**config.mk**
```make
export PLATFORM = sky130hd
export DESIGN_NAME = flag_scoreboard_flat
export DESIGN_NICKNAME = d
export VERILOG_FILES = /design/src/rtl/flag_scoreboard_if.sv /design/src/rtl/flag_scoreboard.sv /design/src/flat_wrapper.sv
export SDC_FILE = /design/constraint.sdc
export NUM_CORES = 1
export LEC_CHECK = 0
export BUFFER_PORTS_ARGS = -buffer_cell sky130_fd_sc_hd__buf_4
export CELL_PAD_IN_SITES_DETAIL_PLACEMENT = 0
export CELL_PAD_IN_SITES_GLOBAL_PLACEMENT = 1
export CORE_MARGIN = 4
export CORE_UTILIZATION = 38
export CTS_CLUSTER_DIAMETER = 60
export CTS_CLUSTER_SIZE = 16
export DETAILED_ROUTE_END_ITERATION = 12
export PLACE_DENSITY_LB_ADDON = 0.1
export REMOVE_ABC_BUFFERS = 1
export SYNTH_ARGS = -nofsm -noshare
export SYNTH_HDL_FRONTEND = slang
export SYNTH_SLANG_ARGS = --single-unit
```
**constraint.sdc**
```tcl
create_clock -name clk -period 4.1 [get_ports clk]
set_input_delay 0.205 -clock clk [delete_from_list [all_inputs] [get_ports clk]]
set_output_delay 0.205 -clock clk [all_outputs]
set_load 0.03 [all_outputs]
```
**src/rtl/flag_scoreboard_if.sv**
```systemverilog
// ----------------------------------------------------------------------------
// flag_scoreboard_if
// Bundles the ID/EX flag-scoreboard signals between the pipeline and the
// scoreboard.
//   master : pipeline side; drives ID/EX request fields, observes status
//   slave  : scoreboard side; owns status_ID, flag_stall, err, stall_cnt
// ----------------------------------------------------------------------------
interface flag_scoreboard_if;
   logic        valid_ID;
   logic [3:0]  cond_ID;
   logic        s_ID;
   logic        freeze;
   logic        flush;
   logic        s_EX;
   logic [3:0]  status_EX;
   logic [3:0]  status_ID;
   logic        flag_stall;
   logic        err;
   logic [15:0] stall_cnt;

   modport master (
      output valid_ID, cond_ID, s_ID, freeze, flush, s_EX, status_EX,
      input  status_ID, flag_stall, err, stall_cnt
   );

   modport slave (
      input  valid_ID, cond_ID, s_ID, freeze, flush, s_EX, status_EX,
      output status_ID, flag_stall, err, stall_cnt
   );
endinterface

```
**src/rtl/flag_scoreboard.sv**
```systemverilog
// ----------------------------------------------------------------------------
// flag_scoreboard
// Owns the NZCV status register and holds conditionally executed instructions
// in ID until every in-flight flag writer has written its flags in EX.
// Ports:
//   clk        : clock, rising edge
//   rst        : synchronous active-high reset
//   bus.slave  : valid_ID, cond_ID, s_ID, freeze, flush, s_EX, status_EX in;
//                status_ID (registered NZCV), flag_stall (combinational hold
//                for ID), err (sticky protocol error), stall_cnt (saturating
//                count of flag-stall cycles) out
// Parameter LAT : cycles from ID issue of a flag setter to its EX write (>=1).
// ----------------------------------------------------------------------------
module flag_scoreboard #(
   parameter int unsigned LAT = 1
) (
   input  logic             clk,
   input  logic             rst,
   flag_scoreboard_if.slave bus
);
   localparam int unsigned CNT_W   = 16;
   localparam logic [3:0]  COND_AL = 4'b1110;
   localparam logic [3:0]  COND_NV = 4'b1111;
   localparam logic [CNT_W-1:0] CNT_MAX = {CNT_W{1'b1}};

   logic [LAT-1:0]   pend;
   logic [LAT-1:0]   pend_next;
   logic [3:0]       status_q;
   logic             err_q;
   logic [CNT_W-1:0] stall_cnt_q;
   logic             needs_flags;
   logic             stall;
   logic             issue;
   logic             write_err;

   // Hazard detection and issue qualification
   always_comb begin
      needs_flags = (bus.cond_ID != COND_AL) && (bus.cond_ID != COND_NV);
      stall       = bus.valid_ID & needs_flags & (|pend);
      issue       = bus.valid_ID & bus.s_ID & ~stall & ~bus.freeze & ~bus.flush;
      // EX must write exactly when the oldest tracked writer arrives there
      write_err   = bus.s_EX ^ pend[LAT-1];
   end

   // Writer tracking shift register: newest writer enters at bit 0
   generate
      if (LAT == 1) begin : g_pend_1
         assign pend_next = issue;
      end else begin : g_pend_n
         assign pend_next = {pend[LAT-2:0], issue};
      end
   endgenerate

   // Status, tracking, error and stall-count state; freeze holds everything
   always_ff @(posedge clk) begin
      if (rst) begin
         pend        <= '0;
         status_q    <= 4'b0000;
         err_q       <= 1'b0;
         stall_cnt_q <= '0;
      end else if (!bus.freeze) begin
         pend <= pend_next;
         if (bus.s_EX) begin
            status_q <= bus.status_EX;
         end
         if (write_err) begin
            err_q <= 1'b1;
         end
         if (stall && (stall_cnt_q != CNT_MAX)) begin
            stall_cnt_q <= stall_cnt_q + CNT_W'(1);
         end
      end
   end

   assign bus.status_ID  = status_q;
   assign bus.flag_stall = stall;
   assign bus.err        = err_q;
   assign bus.stall_cnt  = stall_cnt_q;
endmodule

```
**src/flat_wrapper.sv**
```systemverilog
// flat-port wrapper written by rule: the top's interface ports become plain ports
module flag_scoreboard_flat 
#(
   parameter int unsigned LAT = 1
)
  (clk, rst, bus_valid_ID, bus_cond_ID, bus_s_ID, bus_freeze, bus_flush, bus_s_EX, bus_status_EX, bus_status_ID, bus_flag_stall, bus_err, bus_stall_cnt);
  flag_scoreboard_if bus_i ();
  input  logic clk;
  input  logic rst;
  input wire logic [$bits(bus_i.valid_ID)-1:0] bus_valid_ID;
  input wire logic [$bits(bus_i.cond_ID)-1:0] bus_cond_ID;
  input wire logic [$bits(bus_i.s_ID)-1:0] bus_s_ID;
  input wire logic [$bits(bus_i.freeze)-1:0] bus_freeze;
  input wire logic [$bits(bus_i.flush)-1:0] bus_flush;
  input wire logic [$bits(bus_i.s_EX)-1:0] bus_s_EX;
  input wire logic [$bits(bus_i.status_EX)-1:0] bus_status_EX;
  output wire logic [$bits(bus_i.status_ID)-1:0] bus_status_ID;
  output wire logic [$bits(bus_i.flag_stall)-1:0] bus_flag_stall;
  output wire logic [$bits(bus_i.err)-1:0] bus_err;
  output wire logic [$bits(bus_i.stall_cnt)-1:0] bus_stall_cnt;
  assign bus_i.valid_ID = bus_valid_ID;
  assign bus_i.cond_ID = bus_cond_ID;
  assign bus_i.s_ID = bus_s_ID;
  assign bus_i.freeze = bus_freeze;
  assign bus_i.flush = bus_flush;
  assign bus_i.s_EX = bus_s_EX;
  assign bus_i.status_EX = bus_status_EX;
  assign bus_status_ID = bus_i.status_ID;
  assign bus_flag_stall = bus_i.flag_stall;
  assign bus_err = bus_i.err;
  assign bus_stall_cnt = bus_i.stall_cnt;
  flag_scoreboard #(.LAT(LAT)) u_core (.clk(clk), .rst(rst), .bus(bus_i));
endmodule
```
Word-level counts from Yosys, hierarchy flattened
Index checks and enable logic that the tools add are counted.

cells by class
  add/subtract/negate cells = 1
  eq/ne operators = 3
  bitwise logic cells = 10
  reduce and logical (&&, ||, !) cells = 5

operator list
  cell                                            count
  adder 16 x 1 -> 16 bit (second input constant)  1
  != test 16 bit (second input constant)          1
  != test 4 bit (second input constant)           2
  AND 1 bit                                       6
  AND reduction 2 bit                             3
  inverter 1 bit                                  3
  logical AND 1 bit                               2
  bitwise XOR 1 bit                               1

word-level totals
  register bits = 22
  bits of input ports = 15
  word-level logic and storage cells = 23

Depth between registers and ports, before layout
Gate-level depths: netlist (run 1).

  word-level depth = 8
  mapped depth = 6
  gate-level depth less buffers = 5

Worst setup path before layout (run 1)
Ideal clock, no wire load.

  path type = reg2reg
  from = reg u_core.stall_cnt_q[0], in the netlist u_core.bus.stall_cnt[0]
  to = reg u_core.stall_cnt_q[7], in the netlist u_core.bus.stall_cnt[7]
  data arrival time = 1.915 ns
  setup slack = 2.062 ns
  cell stages (with the launch flop) = 7
  path buffers = 1
  period minus slack after synthesis = 2.038 ns
  cell sequence = dfxtp_1 > ha_1 > nand4_2 > nor4_2 > buf_4 > nor4_1 > mux2_1

between the ends
  word-level cells in the longest chain between the ends = 3
  elaborated cells on any way between the ends = 4
  those cells by class = add/sub: 1; eq/ne: 1; reduce/logical: 2

RTL lines
  element                                                         line                   source
  from (decl)                                                     flag_scoreboard.sv:30  logic [CNT_W-1:0] stall_cnt_q;
  from (signal assigned)                                          flag_scoreboard.sv:70  stall_cnt_q <= stall_cnt_q + CNT_W'(1);
  branches (longest 3 deep; another with adder 16 x 1 -> 16 bit)  -

Parallel ways; which one is timed is not known.
A chain may end at the register's enable or synchronous reset.

Worst setup path in the final report (run 1)
Same ends and word-level chain as after synthesis.

==> impl_metrics.tcl, run 1 <==
set metrics [dict create \
    status "complete, no violations" \
    nets 175 \
    insertedDiodeCount 0 \
    cts_buffers 3 \
    synthArstFlopShare 0 \
    drcViolationCount 0 \
    fin_worst_skew_ns 0.00428 \
    grt_usage 0.136 \
    post_dp_cell_area_mm2 0.00139 \
    vias_per_cell 5.50 \
    relSlewSlack 0.310 \
    seq_area_frac_synth 0.393 \
    start_kind "flop" \
    fmax_ghz 0.420 \
    clk_latency_ns 0.31 \
    path_class "flop to flop" \
    synth_area_leaders "dfxtp_1 (39%), a21oi_1 (5.4%), or4_1 (5.4%), nor2_1 (4.0%), o31ai_1 (4.0%)" \
    fin_total_pwr_uw 373 \
    final_max_slew_viol_count 0 \
    cts_tree "yes" \
    cp-end-kind "flop" \
    fillers 265 \
    worst_slew_pin_slew_ns 1.03 \
    row_count 19 \
    vdd_drop_max_mv 0.241 \
    final.setup.tns_ns 0 \
    hold_class "input pin to flop" \
    clkPwrFrac 0.325 \
    ff2ff_setup_slack_ns 1.72 \
    synth_area_per_cell_um2 8.89 \
    crit_arrival_ns 2.59 \
    p_int_uw 287 \
    final_antenna_net_count 0 \
    power_density_mw_per_mm2 261 \
    setup_ws_ns 1.72 \
    antenna_found_initial 0 \
    hold_viol 0 \
    post-dp-hpwl_mm 1.88 \
    drtIter0Drc 32 \
    gp_congestion 0.733 \
    seqPwrFrac 0.585 \
    num_vias 1039 \
    comb_power_share 0.090 \
    leakage_uw 0.000566 \
    dieWidth_um 62.3 \
    p_sw_frac 0.230 \
    ys_types 33 \
    seqCellArea_um2 440 \
    place_ws_ns 1.72 \
    wirelength_mm 2.57 \
    grt-ovfl-total 0 \
    drive_above_1_share 0.291 \
    boundaryPins 37 \
    grt_pass1_wl_mm 4.45 \
    fin_area_mm2 0.00143 \
    timing.max_cap.violations 0 \
    root_buffer "clkbuf_4" \
    dieArea_mm2 0.00388 \
    dpl.cell_count 185 \
    clock_path_buffers 2 \
    syn_area_mm2 0.00112 \
    ys_seq_elements 22 \
    required_ns 4.31 \
    cts.repair.resized 0 \
    multi_input_comb_area_um2 637 \
    ys_warn_count 0 \
    wl_per_cell_um 13.6 \
    cp_max_fo 14 \
    rsz0062_at_grt "no" \
    h-tree-depth 1 \
    finalCriticalPeriod_ns 2.38 \
    finalCritPeriodShare 0.580 \
    ys.flop_type "dfxtp_1" \
    path_clk_slew_ns 0.12 \
    layout_common_cells "buf_4 (35), dfxtp_1 (22), a21oi_1 (12), nor2_1 (12), or4_1 (8)" \
    holdBufCountCts 0 \
    finalSetupViolCount 0 \
    grt_pass1_vias 991 \
    cts.sinks 22 \
    core_mm2 0.00278 \
    initial_core_util 0.403 \
    cts_setup_buffers 0 \
    p_sw_uw 85.9 \
    final_common_cell "buf_4" \
    synth_top_area_cell "dfxtp_1" \
    netlist.area_leader.share 0.393 \
    grt_start_max_net_pins 28 \
    syn_inst 126 \
    dr.pass1.iters 4 \
    fin_cells 189 \
    die_y_um 62.3 \
    synth_edf_count 0 \
    area_growth_pct 27.4 \
    portBuffers 35 \
]
[Yosys cell counts (2+ instances only)]
cell,n
mux2i_1,4
nand3_1,7
o31ai_1,6
nor2b_1,6
mux2_1,3
nor4b_1,2
inv_1,3
clkbuf_1,5
o21ai_0,4
dfxtp_1,22
mux2_2,2
nor2_1,12
nor4_1,4
or3_1,2
nand4_2,3
o41ai_1,2
and3_1,2
a21oi_1,12
or4_1,8
nand2_1,4
[sequential cells by signal (all words and copies together), names as in the netlist]
name,flops
u_core.pend,1
u_core.bus.status_ID,4
u_core.bus.stall_cnt,16
u_core.bus.err,1
[power by group through the flow]
stage	registers, uW	logic [uW]	clock network (uW)
after floorplan	228	8.50	0
after global placement	223	33.0	0
after detailed placement	223	34.0	0
after CTS	218	34.0	125
after global routing	219	36.7	138
final	218	33.5	121
[final cells by class]
type,count,area share
inverters,3,0.00789
clock buffers,4,0.0254
multi-input cells,94,0.446
repair buffers,35,0.184
flip-flops and latches,22,0.309
well taps,31,0.0272
[cells by family after synthesis]
logic type / Yosys count / share of synthesized area
buf+inv: 10 / 0.0380
flops: 22 / 0.393
mux: 9 / 0.0860
xor+xnor: 1 / 0.00782
simple gates: 58 / 0.330
compound gates: 25 / 0.134
fa+ha+maj: 1 / 0.0112
[through the flow]
| stage | util | hold slack (ns) |
|---|---|---|
| 2_1_floorplan | - | 0.274 |
| 3_3_place_gp | 0.500 | 0.445 |
| 3_5_place_dp | 0.500 | 0.456 |
| 4_1_cts | 0.513 | 0.127 |
| 5_1_grt | 0.513 | 0.129 |
| 6_report | 0.513 | 0.127 |
[final timing paths]
| check | startpoint | end | cells after the start |
|---|---|---|---|
| worst max register to register | u_core.bus.stall_cnt[0]$_SDFFE_PP0P_ | u_core.bus.stall_cnt[7]$_SDFFE_PP0P_ | 5 |
| worst max-delay path | u_core.bus.stall_cnt[0]$_SDFFE_PP0P_ | u_core.bus.stall_cnt[7]$_SDFFE_PP0P_ | 5 |
| worst min-delay path | bus_status_EX[0] | u_core.bus.status_ID[0]$_SDFFE_PP0P_ | 3 |
| worst min register to register | u_core.bus.err$_SDFFE_PP0P_ | u_core.bus.err$_SDFFE_PP0P_ | 2 |
[layer usage]
metal,global-route usage,share of wire,up-vias
met5,0,0,-
met4,0.0239,0.0062,0
met3,0.0396,0.040,2
met2,0.237,0.51,15
met1,0.165,0.44,487
li1,-,-,535
[worst max-delay path, cell delays in order (launching register included)]
cell and delay, ns:
dfxtp_1 0.43, ha_1 0.26, nand4_2 0.20, nor4_2 0.94, nor4_1 0.10, mux2_1 0.34
Note: power is estimated with default switching activity, not from simulation.
==> run 2, diff against run 1 <==
CORE_UTILIZATION = 32   (was 38)
clock period = 1.95 ns   (was 4.1 ns; I/O delays follow)
==> run 2 against run 1 <==
Compared with the run above: combinational power is 120% higher; power is 140% higher; sequential cell count stayed put; routed wire length is 8.2% higher; critical endpoint unchanged; via count is 8.5% higher; clock-buffer cell count is 1 lower; critical path depth is 1 lower; register-to-register slack worse by 1.6 ns; sequential power is 110% higher.
==> impl_metrics.tcl, run 2 (synthesis gave the netlist of run 1 again) <==
set metrics [dict create \
    status "complete, no violations" \
    fmax_ghz 0.559 \
    fin_worst_skew_ns 0.00299 \
    start_kind "flop" \
    grt-ovfl-total 0 \
    insertedDiodeCount 0 \
    h-tree-depth 1 \
    hold_class "input pin to flop" \
    layout_common_cells "buf_4 (43), dfxtp_1 (22), a21oi_1 (12), nor2_1 (12), or4_1 (8)" \
    gp_congestion 0.761 \
    row_count 21 \
    grt_pass1_vias 1033 \
    fin_total_pwr_uw 889 \
    area_growth_pct 40.4 \
    vdd_drop_max_mv 0.329 \
    drtIter0Drc 29 \
    clk_latency_ns 0.31 \
    drcViolationCount 0 \
    largest_register_ffs 16 \
    crit_arrival_ns 2.00 \
    clock_path_buffers 2 \
    num_vias 1127 \
    grt_pass1_wl_mm 4.82 \
    die_y_um 67.2 \
    fin_cells 215 \
    finalSetupViolCount 0 \
    required_ns 2.16 \
    initial_core_util 0.333 \
    fin_area_mm2 0.00157 \
    cp_max_fo 9 \
    antenna_found_initial 0 \
    path_class "flop to flop" \
    boundaryPins 37 \
    reg2reg_from "u_core.bus.stall_cnt[2]$_SDFFE_PP0P_" \
    root_buffer "clkbuf_4" \
    post_dp_cell_area_mm2 0.00147 \
    holdWs_ns 0.0204 \
    dieWidth_um 67.2 \
    hold_viol 0 \
    final_antenna_net_count 0 \
    fillers 355 \
    min_from "bus_status_EX[1]" \
    drive_above_1_share 0.331 \
    cts.sinks 22 \
    grt_usage 0.139 \
    nets 186 \
    grt_start_max_net_pins 28 \
    final_common_cell "buf_4" \
    cp-end-kind "flop" \
    cts_setup_buffers 0 \
    post-dp-hpwl_mm 2.02 \
    vias_per_cell 5.24 \
    dieArea_mm2 0.00451 \
    finalCriticalPeriod_ns 1.79 \
    cts_buffers 3 \
    leakage_uw 0.000642 \
    power_density_mw_per_mm2 566 \
    crit_start "u_core.bus.stall_cnt[2]$_SDFFE_PP0P_" \
    rsz0062_at_grt "no" \
    portBuffers 35 \
    core_mm2 0.00336 \
    cts_tree "yes" \
    wl_per_cell_um 12.9 \
    dr.pass1.iters 4 \
    place_ws_ns 0.142 \
    path_clk_slew_ns 0.13 \
    dpl.cell_count 208 \
    final_max_slew_viol_count 0 \
    finalCritPeriodShare 0.918 \
    setup_ws_ns 0.160 \
    worst_slew_pin_slew_ns 0.450 \
    relSlewSlack 0.699 \
    wirelength_mm 2.78 \
    timing.max_cap.violations 0 \
]
run 2: cell types whose count changed in the layout (fill, tap and decap cells not counted):
cell | before | now
nor4_1 | 4 | 3
buf_4 | 35 | 43
nor4b_2 | 0 | 1
nor4_4 | 0 | 1
bufinv_16 | 0 | 1
nor4b_1 | 2 | 1
clkbuf_8 | 1 | 0
dlygate4sd3_1 | 0 | 3
run 2: path summary, 6_finish.rpt:
kind | endpoint | slack, ns | cells after the start
hold reg to reg | u_core.bus.err$_SDFFE_PP0P_ | 0.51 | 2
hold / removal | u_core.bus.status_ID[1]$_SDFFE_PP0P_ | 0.02 | 3
setup reg to reg | u_core.bus.stall_cnt[7]$_SDFFE_PP0P_ | 0.16 | 4
setup / recovery | u_core.bus.stall_cnt[7]$_SDFFE_PP0P_ | 0.16 | 4
run 2: layout make-up:
| class | instances | area, um2 | area share |
|---|---|---|---|
| inverter | 3 | 11.3 | 0.00716 |
| multi-input combinational | 94 | 658 | 0.418 |
| sequential | 22 | 440 | 0.280 |
| clock inverter | 1 | 30.0 | 0.0191 |
| tap | 46 | 57.6 | 0.0366 |
| timing repair buffer | 46 | 353 | 0.224 |
| clock buffer | 3 | 22.5 | 0.0143 |
run 2: through the flow:
step | setup TNS, ns | util
2_1_floorplan | -0.862 | -
3_3_place_gp | 0 | 0.437
3_5_place_dp | 0 | 0.437
4_1_cts | 0 | 0.458
5_1_grt | 0 | 0.468
6_report | 0 | 0.468
run 2: what timing repair did:
| action | in CTS | in global routing |
|---|---|---|
| hold buffers | 2 | 1 |
| hold endpoints to repair | 2 | 1 |
| gates resized for setup | 0 | 3 |
| setup endpoints to repair | 0 | 3 |
run 2: layer usage:
layer | global-route usage | part of all wire | up-vias | wire length [um]
met5 | 0 | 0 | - | 0
met4 | 0.0456 | 0.0075 | 0 | 21
met3 | 0.0300 | 0.051 | 2 | 143
met2 | 0.229 | 0.50 | 24 | 1380
met1 | 0.180 | 0.45 | 537 | 1240
li1 | - | - | 564 | -
run 2: report_power, final:
part	switching [uW]	total (uW)	internal, uW	leakage (uW)
logic	37.3	75.2	38.0	0.000436
clock network	147	355	208	0.0000279
registers	3.33	459	456	0.000178
total	188	889	701	0.000642
run 2: critical path, stage by stage (launching register included):
cell     delay, ns
dfxtp_1       0.48
and3_1        0.20
nand3_1       0.30
nor4_1        0.36
mux2_1        0.36
